[src/rtl/bin_to_bcd_if.sv]
// bin_to_bcd_if: byte-in / packed-BCD-out bus between the binary source and the converter.
// The master drives in_valid/bin; the slave (converter) drives out_valid/out_bcd.
interface bin_to_bcd_if;
   logic        in_valid;
   logic [7:0]  bin;
   logic        out_valid;
   logic [11:0] out_bcd;

   modport master (
      output in_valid,
      output bin,
      input  out_valid,
      input  out_bcd
   );

   modport slave (
      input  in_valid,
      input  bin,
      output out_valid,
      output out_bcd
   );
endinterface

[src/rtl/bin_to_bcd.sv]
// bin_to_bcd: registered 8-bit binary to 3-digit packed BCD converter, one conversion per clock.
// Define BIN2BCD_IN_REG_EN to add an input register stage (latency 2 instead of 1).
module bin_to_bcd (
   input logic         clk,
   input logic         rst_n,
   bin_to_bcd_if.slave bcd_io
);

   // Double-dabble over a {bcd[11:0], bin[7:0]} scratch: correct nibbles >= 5, then shift.
   function automatic logic [11:0] dabble(input logic [7:0] b);
      logic [19:0] s;
      s = {12'h000, b};
      for (int i = 0; i < 8; i++) begin
         for (int d = 0; d < 3; d++) begin
            if (s[8+4*d +: 4] >= 4'd5) begin
               s[8+4*d +: 4] = s[8+4*d +: 4] + 4'd3;
            end
         end
         s = s << 1;
      end
      return s[19:8];
   endfunction

   logic       cv_valid;
   logic [7:0] cv_bin;

`ifdef BIN2BCD_IN_REG_EN
   logic       in_valid_q;
   logic [7:0] bin_q;

   // bin is captured only with in_valid so an undriven bus never reaches the converter.
   always_ff @(posedge clk or negedge rst_n) begin
      if (!rst_n) begin
         in_valid_q <= 1'b0;
         bin_q      <= 8'h00;
      end else begin
         in_valid_q <= bcd_io.in_valid;
         if (bcd_io.in_valid) begin
            bin_q <= bcd_io.bin;
         end
      end
   end

   assign cv_valid = in_valid_q;
   assign cv_bin   = bin_q;
`else
   assign cv_valid = bcd_io.in_valid;
   assign cv_bin   = bcd_io.bin;
`endif

   logic [11:0] bcd_d, bcd_q;
   logic        valid_q;

   always_comb begin
      bcd_d = bcd_q;
      if (cv_valid) begin
         bcd_d = dabble(cv_bin);
      end
   end

   always_ff @(posedge clk or negedge rst_n) begin
      if (!rst_n) begin
         bcd_q   <= 12'h000;
         valid_q <= 1'b0;
      end else begin
         bcd_q   <= bcd_d;
         valid_q <= cv_valid;
      end
   end

   assign bcd_io.out_bcd   = bcd_q;
   assign bcd_io.out_valid = valid_q;

endmodule

[src/flat_wrapper.sv]
// flat-port wrapper written by rule: the top's interface ports become plain ports
module bin_to_bcd_flat 
  (clk, rst_n, bcd_io_in_valid, bcd_io_bin, bcd_io_out_valid, bcd_io_out_bcd);
  bin_to_bcd_if bcd_io_i ();
  input logic clk;
  input logic rst_n;
  input wire logic [$bits(bcd_io_i.in_valid)-1:0] bcd_io_in_valid;
  input wire logic [$bits(bcd_io_i.bin)-1:0] bcd_io_bin;
  output wire logic [$bits(bcd_io_i.out_valid)-1:0] bcd_io_out_valid;
  output wire logic [$bits(bcd_io_i.out_bcd)-1:0] bcd_io_out_bcd;
  assign bcd_io_i.in_valid = bcd_io_in_valid;
  assign bcd_io_i.bin = bcd_io_bin;
  assign bcd_io_out_valid = bcd_io_i.out_valid;
  assign bcd_io_out_bcd = bcd_io_i.out_bcd;
  bin_to_bcd u_core (.clk(clk), .rst_n(rst_n), .bcd_io(bcd_io_i));
endmodule
[config.mk]
export PLATFORM = sky130hd
export DESIGN_NAME = bin_to_bcd_flat
export DESIGN_NICKNAME = d
export VERILOG_FILES = /design/src/rtl/bin_to_bcd_if.sv /design/src/rtl/bin_to_bcd.sv /design/src/flat_wrapper.sv
export SDC_FILE = /design/constraint.sdc
export NUM_CORES = 1
export LEC_CHECK = 0
export BUFFER_PORTS_ARGS = -buffer_cell sky130_fd_sc_hd__buf_4
export CAP_MARGIN = 20
export CORE_MARGIN = 2
export CORE_UTILIZATION = 30
export CTS_BUF_LIST = sky130_fd_sc_hd__clkbuf_8 sky130_fd_sc_hd__clkbuf_16
export CTS_CLUSTER_SIZE = 30
export DETAILED_ROUTE_END_ITERATION = 16
export GPL_TIMING_DRIVEN = 0
export PLACE_DENSITY = 0.61
export SETUP_SLACK_MARGIN = 0.5
export SYNTH_ARGS = -nofsm -noshare
export SYNTH_HDL_FRONTEND = slang
export SYNTH_SLANG_ARGS = --single-unit
[constraint.sdc]
create_clock -name clk -period 0.87 [get_ports clk]
set_input_delay 0.174 -clock clk [delete_from_list [all_inputs] [get_ports clk]]
set_output_delay 0.174 -clock clk [all_outputs]
set_load 0.05 [all_outputs]
# After elaboration in Yosys (flattened, before gate mapping)
# Cells that the tools add are included.
[word_totals]
register_bits = 13
inputBits = 11
out_inout_bits = 13
elab_cells = 76
[classes]
addsub = 19
n_lt_le_gt_ge = 19
muxes = 36
[op_table]
columns = ["operator", "count"]
rows = [
  ["$mux 4", 25],
  ["$ge 4x3->1 const B", 18],
  ["$add 4x2->4 const B", 12],
  ["$mux 3", 11],
  ["$add 3x2->3 const B", 6],
  ["$add 1x2->3 const B", 1],
  ["$ge 1x3->1 const B", 1],
]

# Depth between registers and ports, before layout
# Gate-level depths: netlist (run 1).
[depth]
depth_word = 20
ltp_mapped = 23

# Worst setup path before layout (run 1)
# Ideal clock, no wire load.
[synth_path]
path_type = "in2reg"
startpoint = "input bcd_io_bin[5]"
endpoint = "register u_core.bcd_q[6] (netlist: u_core.bcd_io.out_bcd[6])"
arrival_time_ps = 3992
setup_slack_ps = -3246
cell_stages = 20
path_buffers = 0
path_cell_list = "inv_1 > ha_1 > inv_1 > ha_1 > a21oi_1 > xnor2_1 > inv_1 > ha_1 > and2b_1 > or4_1 > o2111ai_2 > ha_1 > nand2b_1 > a2111o_1 > o211a_1 > a21oi_2 > o32ai_2 > xnor2_2 > o211a_1 > a211o_1"
[synth_via]
elab_chain_len = 14
word_cells_on_any_way = 31
classes_between = "add/sub: 8; order compare: 8; mux: 15"
[synth_rtl]
columns = ["item", "line_no", "rtl"]
rows = [
  ["start: declaration", "flat_wrapper.sv:8", "input wire logic [$bits(bcd_io_i.bin)-1:0] bcd_io_bin;"],
  ["$add 4x2->4 or $ge 4x3->1 (tied branches)", "bin_to_bcd.sv:16, bin_to_bcd.sv:15", ""],
  ["$mux 4 (*)", "bin_to_bcd.sv:15", "if (s[8+4*d +: 4] >= 4'd5) begin"],
  ["$mux 4 (*)", "bin_to_bcd.sv:56", "if (cv_valid) begin"],
  ["$add 4x2->4 or $ge 4x3->1 (tied branches)", "bin_to_bcd.sv:16, bin_to_bcd.sv:15", ""],
  ["$mux 4", "bin_to_bcd.sv:15", ""],
  ["$mux 4", "bin_to_bcd.sv:56", ""],
  ["$add 4x2->4 or $ge 4x3->1 (tied branches)", "bin_to_bcd.sv:16, bin_to_bcd.sv:15", ""],
  ["$mux 4", "bin_to_bcd.sv:15", ""],
  ["$mux 4", "bin_to_bcd.sv:56", ""],
  ["$add 4x2->4 or $ge 4x3->1 (tied branches)", "bin_to_bcd.sv:16, bin_to_bcd.sv:15", ""],
  ["$mux 4", "bin_to_bcd.sv:15", ""],
  ["$mux 4", "bin_to_bcd.sv:56", ""],
  ["$add 4x2->4 or $ge 4x3->1 (tied branches)", "bin_to_bcd.sv:16, bin_to_bcd.sv:15", ""],
  ["$mux 4 (*)", "bin_to_bcd.sv:15", ""],
  ["end signal: assignment", "bin_to_bcd.sv:63", "bcd_q <= 12'h000;"],
  ["end signal: assignment", "bin_to_bcd.sv:66", "bcd_q <= bcd_d;"],
  ["end: declaration", "bin_to_bcd.sv:51", "logic [11:0] bcd_d, bcd_q;"],
]
# Mark *: on every way between the ends. The rest lies on a longest branch, timed or not. The select of a mux whose other input is x is not followed.
# A chain may end at the register's enable or synchronous reset.

# Worst setup path in the final report (run 1)
[layout_path]
startpoint = "input bcd_io_bin[6]"
endpoint = "register u_core.bcd_q[6] (netlist: u_core.bcd_io.out_bcd[6])"
[layout_via]
elab_chain_len = 17
word_cells_on_any_way = 39
classes_between = "add/sub: 10; order compare: 10; mux: 19"
[layout_rtl]
columns = ["item", "line_no"]
rows = [
  ["$add 4x2->4 or $ge 4x3->1 (tied branches)", "bin_to_bcd.sv:16, bin_to_bcd.sv:15"],
  ["$mux 4 (*)", "bin_to_bcd.sv:15"],
  ["$mux 4 (*)", "bin_to_bcd.sv:56"],
  ["$add 4x2->4 or $ge 4x3->1 (tied branches)", "bin_to_bcd.sv:16, bin_to_bcd.sv:15"],
  ["$mux 4", "bin_to_bcd.sv:15"],
  ["$mux 4", "bin_to_bcd.sv:56"],
  ["$add 4x2->4 or $ge 4x3->1 (tied branches)", "bin_to_bcd.sv:16, bin_to_bcd.sv:15"],
  ["$mux 4", "bin_to_bcd.sv:15"],
  ["$mux 4", "bin_to_bcd.sv:56"],
  ["$add 4x2->4 or $ge 4x3->1 (tied branches)", "bin_to_bcd.sv:16, bin_to_bcd.sv:15"],
  ["$mux 4", "bin_to_bcd.sv:15"],
  ["$mux 4", "bin_to_bcd.sv:56"],
  ["$add 4x2->4 or $ge 4x3->1 (tied branches)", "bin_to_bcd.sv:16, bin_to_bcd.sv:15"],
  ["$mux 4", "bin_to_bcd.sv:15"],
  ["$mux 4", "bin_to_bcd.sv:56"],
  ["$add 4x2->4 or $ge 4x3->1 (tied branches)", "bin_to_bcd.sv:16, bin_to_bcd.sv:15"],
  ["$mux 4 (*)", "bin_to_bcd.sv:15"],
]
# Marks and branches as above.

==> summary.txt, run 1 <==
STA
  – Clk_skew: 0 ns
  – # setup viols final: 20
  – Final worst setup slack: -2.90 ns
  – Max frequency: 265 MHz
  – Final hold violation count: 11
  – Unrepaired setup endpoints after global routing: true
  – Min Tclk post-route: 3.77 ns
  – Fin. max-slew vios: 0
  – Post-route clock period utilization: 4.34
  – Hold slack: -0.239 ns
  – Worst rel slew slack: 0.539
  – Slew of the pin with the lowest slew margin: 0.672 ns

Setup path
  – Crit path largest cell delay: roughly 0.50 ns
  – Worst Path Max Fanout: 5
  – Slowest stage cell, crit path: or4_4
  – Startpoint types: primary input
  – Crit path capture type: flop
  – Worst path cell trace: buf_12 > inv_12 > ha_4 > inv_2 > ha_4 > a21oi_4 > xnor2_2 > inv_1 > ha_2 > and2b_2 > or4_4 > o2111ai_4 > ha_4 > nand2b_4 > a2111o_1 > o211a_4 > a21oi_4 > o32ai_4 > xnor2_4 > o211a_1 > a211o_1
  – Worst endpoint required time: 0.99 ns
  – Arrival time at the worst endpoint: slightly below 4 ns
  – Critical path class: primary input to flop
  – Most frequent cell on the critical path: ha_4

Synth
  – Avg Inst Size Synth: just over 8 µm²
  – Register bit total from synthesis: 11
  – Synth Flop Type: dfrtp_1
  – Post-Synthesis Cells: roughly 180
  – Asr flop ratio synth: 1.00
  – Synthesized cell area: 0.00146 mm²
  – Yosys Warn Count: 0
  – Post-synth top area share: 0.188
  – Register area share after synthesis: 0.188
  – Number of flops mapped to enable cells by yosys: 0
  – Most instantiated cells after synthesis: inv_1 (12), nand2_1 (12), nor2_1 (12), dfrtp_1 (11), ha_1 (9)
  – Synth unique cells: between 60 and 70
  – Top cell type by total area after synthesis: dfrtp_1
  – Synth area leaders: dfrtp_1 (19%), ha_1 (7.7%), inv_1 (3.1%)

Clock tree
  – Clk slew on worst S/H paths: 0.05 ns
  – Clk_lat worst skew: between 0.2 and 0.25 ns
  – CTS tree: done
  – H-tree depth: 1
  – Clock buffer count from CTS: 3
  – Clock sinks: 11
  – Clock tree buffer depth: 2
  – Clock root buffer master: clkbuf_8

Job
  – Max-cap violation count: 0

Final layout
  – P&R area growth vs syn: 59.7%
  – Filler cells: 447
  – Register area: 288 µm²
  – Diodes inserted: 0
  – Utilization after layout: 0.495
  – Multi-input gate area: around 0.0014 mm²
  – Fin nets: 250
  – Share of cells above drive strength 1: 0.502
  – Final Non-Filler Cells: about 300

Floorplan
  – Initial Utilization: 0.310
  – Die height: between 70 and 80 µm
  – Die area: ~0.0055 mm²
  – CORE AREA: ~0.0047 mm²
  – Die X: between 70 and 80 µm
  – IO Count: 24
  – Std cell rows: 25

Pwr
  – Max VDD drop: 0.00127 V
  – LEAKAGE: roughly 0.00097 µW
  – PnR Total Power: 4700 µW
  – Pwr Density: ~2000 mW/mm²

Global routing
  – First-pass GRT wire length: 6.67 mm
  – Vias in the first global route: approximately 1500
  – Initial antenna violation count: 0
  – Total GRT Usage: 0.153
  – Largest net degree at the start of global routing: 12
  – Overflow after GRT: 0

Run status
  – Status: finished, violations left
  – Failing checks: negative hold slack, negative setup slack

Drt
  – Vias per inst: around 5.4
  – Initial DRC count: 93
  – Drc violations: 0
  – Antenna-violating nets left: 0
  – Drt pass-1 iters: 4
  – WL final: between 4 and 5 mm
  – Via count: ~1600
  – Routed wire per std cell: roughly 14 µm

Placed design
  – Routability-driven placement congestion ratio: between 0.7 and 0.8
  – Placed Cells incl. Taps: ~270
  – PortBufs: 19
  – Hpwl dp: 2.88 mm

Min path
  – Hold Path Class: primary input to asynchronous set/reset pin
registers in the layout, indices dropped and copies added, names as in the netlist:
| register | flops |
|---|---|
| u_core.bcd_io.out_bcd | 10 |
| u_core.bcd_io.out_valid | 1 |
where the power goes:
part / internal [µW] / switching, µW / leakage, µW
Sequential: 689 / 112 / 0.000125
Clock: 309 / 187 / 0.0000269
Combinational: 1520 / 1890 / 0.000815
cell families after synthesis:
group | synth area share
xor gates and xnor gates | 0.0171
other | 0.00256
muxes | 0.0538
DFF | 0.188
buffers and inverters | 0.0709
AOI/OAI and AO/OA | 0.374
adders and majority gates | 0.0769
and+or+nand+nor | 0.216
final cells by class:
type,instances,area share
Inverter,12,0.0300
Clock buffer,3,0.0177
Buffer,9,0.0278
Clock inverter,1,0.00161
Multi-Input combinational cell,147,0.586
Sequential cell,11,0.123
Tap cell,67,0.0359
Timing Repair Buffer,46,0.178
worst max-delay path: cells and delay by family:
family	cells	cell delay, ns
compound gates	8	1.66
xor+xnor	2	0.32
fa+ha+maj	4	0.66
buf+inv	4	0.28
simple gates	3	0.79
per-layer routing:
metal,share of wire,vias to the layer above,track usage
li1,-,787,-
met1,0.45,780,0.200
met2,0.52,36,0.275
met3,0.027,2,0.0247
met4,0.0026,0,0.0101
met5,0,-,0
timing repair:
item,in CTS,in global routing
setup endpoints to repair,21,21
setup buffers,16,11
endpoints found under the hold margin,11,11
pin swaps,17,8
resized for setup,28,12
final timing paths:
| kind | cells past startpoint | to | slack [ns] | from |
|---|---|---|---|---|
| max | 21 | u_core.bcd_io.out_bcd[6] | -2.90 | bcd_io_bin[6] |
| min | 1 | u_core.bcd_io.out_bcd[9] | -0.24 | rst_n |
| max reg2reg | 4 | u_core.bcd_io.out_bcd[8] | -0.07 | u_core.bcd_io.out_bcd[8] |
| min reg2reg | 1 | u_core.bcd_io.out_bcd[4] | 0.51 | u_core.bcd_io.out_bcd[4] |
| max in group asynchronous | 1 | u_core.bcd_io.out_bcd[1] | 0.94 | rst_n |
| min in group clk | 1 | u_core.bcd_io.out_valid | 0.11 | bcd_io_in_valid |
layout by cell type, fill, tap and decap left out, types with 3 or more instances in the layout:
cell        n
a21oi_1     7
nor3_1      3
o21ai_0     5
nor2_1     10
nand4_1     4
inv_1      10
nand2b_1    3
o2111ai_1   3
clkbuf_1    3
nand2_1    10
nor2b_1     4
mux2i_1     3
clkbuf_8    3
buf_6      15
o22ai_1     3
dfrtp_2    10
ha_4        5
nor3_2      3
a21oi_4     3
nand3_1     3
mux2_2      3
nand3b_1    3
buf_4      34
through the flow:
| stage | area (µm²) | TNS (ns) | worst slack (ns) |
|---|---|---|---|
| 2_1_floorplan | 1660 | -24.06 | -2.85 |
| 3_3_place_gp | 1890 | -28.65 | -3.39 |
| 3_5_place_dp | 1890 | -28.84 | -3.43 |
| 4_1_cts | 2180 | -25.54 | -2.91 |
| 5_1_grt | 2340 | -27.46 | -3.05 |
| 6_report | 2340 | -25.78 | -2.90 |
Power figures use the tool's default switching activity.
==> run 2, diff against run 1 <==
- CORE_ASPECT_RATIO: default -> 0.5
==> summary.txt, run 2 (synthesized netlist as in run 1, its figures left out) <==
Run status
  – Status: finished, violations left
  – Failing checks: negative hold slack, negative setup slack

Clock tree
  – Clk slew on worst S/H paths: 0.05 ns (about the same)
  – H-tree depth: 1 (unchanged)
  – Clock sinks: 11 (unchanged)
  – CTS tree: done
  – Clock root buffer master: clkbuf_8
  – Clock buffer count from CTS: 3 (unchanged)
  – Clk_lat worst skew: 0.24 ns (about the same)
  – Clock tree buffer depth: 2 (unchanged)

Global routing
  – First-pass GRT wire length: 7.00 mm (+5.1%)
  – Initial antenna violation count: 0 (unchanged)
  – Vias in the first global route: 1524 (+2.4%)
  – Largest net degree at the start of global routing: 12 (unchanged)
  – Total GRT Usage: 0.158 (+0.00549)
  – Overflow after GRT: 0 (unchanged)

STA
  – Fin. max-slew vios: 0 (unchanged)
  – Min Tclk post-route: 3.76 ns (-0.00803 ns)
  – Slew of the pin with the lowest slew margin: 0.654 ns (-0.0186 ns)
  – Final hold violation count: 11 (unchanged)
  – Clk_skew: 0 ns (unchanged)
  – Hold slack: -0.249 ns (-0.00994 ns)
  – Final worst setup slack: -2.89 ns (+0.00803 ns)
  – Post-route clock period utilization: 4.33 (-0.00923)
  – # setup viols final: 20 (unchanged)
  – Unrepaired setup endpoints after global routing: true
  – Max frequency: 266 MHz (+0.21%)
  – Worst rel slew slack: 0.552 (+0.0127)

Drt
  – Drt pass-1 iters: 4 (unchanged)
  – Drc violations: 0 (unchanged)
  – Via count: 1602 (-0.19%)
  – Vias per inst: 5.45 (+0.49%)
  – Initial DRC count: 84 (-9.7%)
  – WL final: 4.23 mm (-0.54%)
  – Antenna-violating nets left: 0 (unchanged)
  – Routed wire per std cell: 14.4 µm (+0.14%)

Setup path
  – Worst endpoint required time: 0.99 ns (about the same)
  – R2R cell count: 4 (unchanged)
  – R2R Path Start: u_core.bcd_io.out_bcd[8]
  – Startpoint types: primary input
  – RR Endpoint: u_core.bcd_io.out_bcd[8]
  – R2r setup slk: -0.07 ns (about the same)
  – Worst path cell trace: buf_12 > inv_12 > ha_4 > inv_4 > ha_4 > a21oi_4 > xnor2_2 > inv_1 > ha_2 > and2b_2 > or4_4 > o2111ai_4 > ha_4 > nand2b_4 > a2111o_1 > o211a_4 > a21oi_4 > buf_6 > or2_4 > buf_6 > buf_6 > nor3_2 > o2111ai_1 > nand3_1
  – Worst Setup SP: bcd_io_bin[6]
  – Slowest stage cell, crit path: or4_4
  – Crit path largest cell delay: 0.49 ns (about the same)
  – Crit path capture type: flop
  – Arrival time at the worst endpoint: 3.88 ns (about the same)
  – Worst Path Max Fanout: 6 (+1)
  – Critical path class: primary input to flop

Floorplan
  – IO Count: 24 (unchanged)
  – Initial Utilization: 0.322 (+0.0117)
  – Die area: 0.00549 mm² (+0.62%)
  – Die height: 53.4 µm (-28%)
  – CORE AREA: 0.00455 mm² (-3.6%)
  – Die X: 103 µm (+39%)
  – Std cell rows: 17 (-32%)

Pwr
  – Sw Ratio: 0.467 (+0.00143)
  – LEAKAGE: 0.000976 µW (+0.84%)
  – Combinational power share: 0.720 (-0.004)
  – Switching pwr: 2210 µW (+0.89%)
  – PnR Total Power: 4730 µW (+0.58%)
  – Pwr Density: 2000 mW/mm² (-0.75%)
  – Clock network power share: 0.112 (+0.006)
  – Max VDD drop: 0.00113 V (-11%)
  – Sequential share of power: 0.168 (-0.002)
  – Internal: 2520 µW (+0.31%)

Placed design
  – Setup Slack @ Placement: -3.44 ns (-0.00895 ns)
  – PortBufs: 19 (unchanged)
  – Routability-driven placement congestion ratio: 0.865 (+9.1%)
  – Hpwl dp: 2.94 mm (+2.1%)
  – Placed Cells incl. Taps: 264 (-0.38%)

Final layout
  – Diodes inserted: 0 (unchanged)
  – Most common cell after layout, fill and taps aside: buf_4
  – Final Non-Filler Cells: 294 (-0.68%)
  – Fin nets: 249 (-0.40%)
  – Share of cells above drive strength 1: 0.526 (+0.0241)
  – P&R area growth vs syn: 61.8%
  – Number of flip-flops in the largest register: 10 (unchanged)
  – Most frequent cells in the layout: buf_4 (30), buf_6 (18), nor2_1 (10), nand2_1 (10), dfrtp_2 (10)

Min path
  – Hold Path Class: primary input to asynchronous set/reset pin

Job
  – Max-cap violation count: 0 (unchanged)
==> run 2: layout make-up <==
| type | instances | area, µm² |
|---|---|---|
| plain buffers | 9 | 65.1 |
| clock buffers | 3 | 41.3 |
| clock inverters | 1 | 5.00 |
| fillers | 451 | 2180 |
| inverters | 12 | 72.6 |
| multi-input cells | 147 | 1400 |
| flip-flops and latches | 11 | 288 |
| well taps | 66 | 82.6 |
| repair buffers | 45 | 419 |
==> run 2: worst max-delay path, delay by kind of cell <==
kind | cells | cell delay [ns]
compound gates | 6 | 1.28
simple gates | 6 | 0.99
fa+ha+maj | 4 | 0.67
xor+xnor | 1 | 0.14
buf+inv | 7 | 0.59
==> run 2: routing by layer <==
layer / vias to the layer above / part of all wire / track usage
met1: 790 / 0.50 / 0.221
met3: 3 / 0.021 / 0.0172
met2: 22 / 0.48 / 0.276
met4: 0 / 0.0028 / 0.0132
li1: 787 / - / -
met5: - / 0 / 0
==> run 2: worst max-delay path by stage <==
stage	to	cells past startpoint
5_1_grt	u_core.bcd_io.out_bcd[6]	21
3_5_place_dp	u_core.bcd_io.out_bcd[6]	21
4_1_cts	u_core.bcd_io.out_bcd[6]	21
2_1_floorplan	u_core.bcd_io.out_bcd[6]	20
6_report	u_core.bcd_io.out_bcd[3]	24
3_3_place_gp	u_core.bcd_io.out_bcd[6]	21
==> run 2: power by group through the flow <==
stage | combinational, µW | sequential (µW) | clock, µW
3_3_place_gp | 2630 | 773 | 0
6_report | 3400 | 793 | 529
3_5_place_dp | 2660 | 774 | 0
4_1_cts | 3010 | 794 | 538
2_1_floorplan | 1510 | 1310 | 0
5_1_grt | 3660 | 813 | 554
==> run 2: timing repair <==
action | 4_1_cts | 5_1_grt
hold endpoints to repair | 11 | 11
resized for setup | 29 | 20
pin swaps | 18 | 13
setup endpoints to repair | 21 | 21
setup buffers | 17 | 9
==> run 2: metrics by stage <==
step | utilization | instance area (µm²) | TNS [ns] | hold WS [ns]
2_1_floorplan | - | 1660 | -24.06 | -0.122
3_5_place_dp | 0.414 | 1890 | -29.16 | 0.0155
3_3_place_gp | 0.414 | 1890 | -28.77 | 0.0117
6_report | 0.520 | 2370 | -26.10 | -0.249
5_1_grt | 0.520 | 2370 | -27.69 | -0.244
4_1_cts | 0.479 | 2180 | -25.30 | -0.247
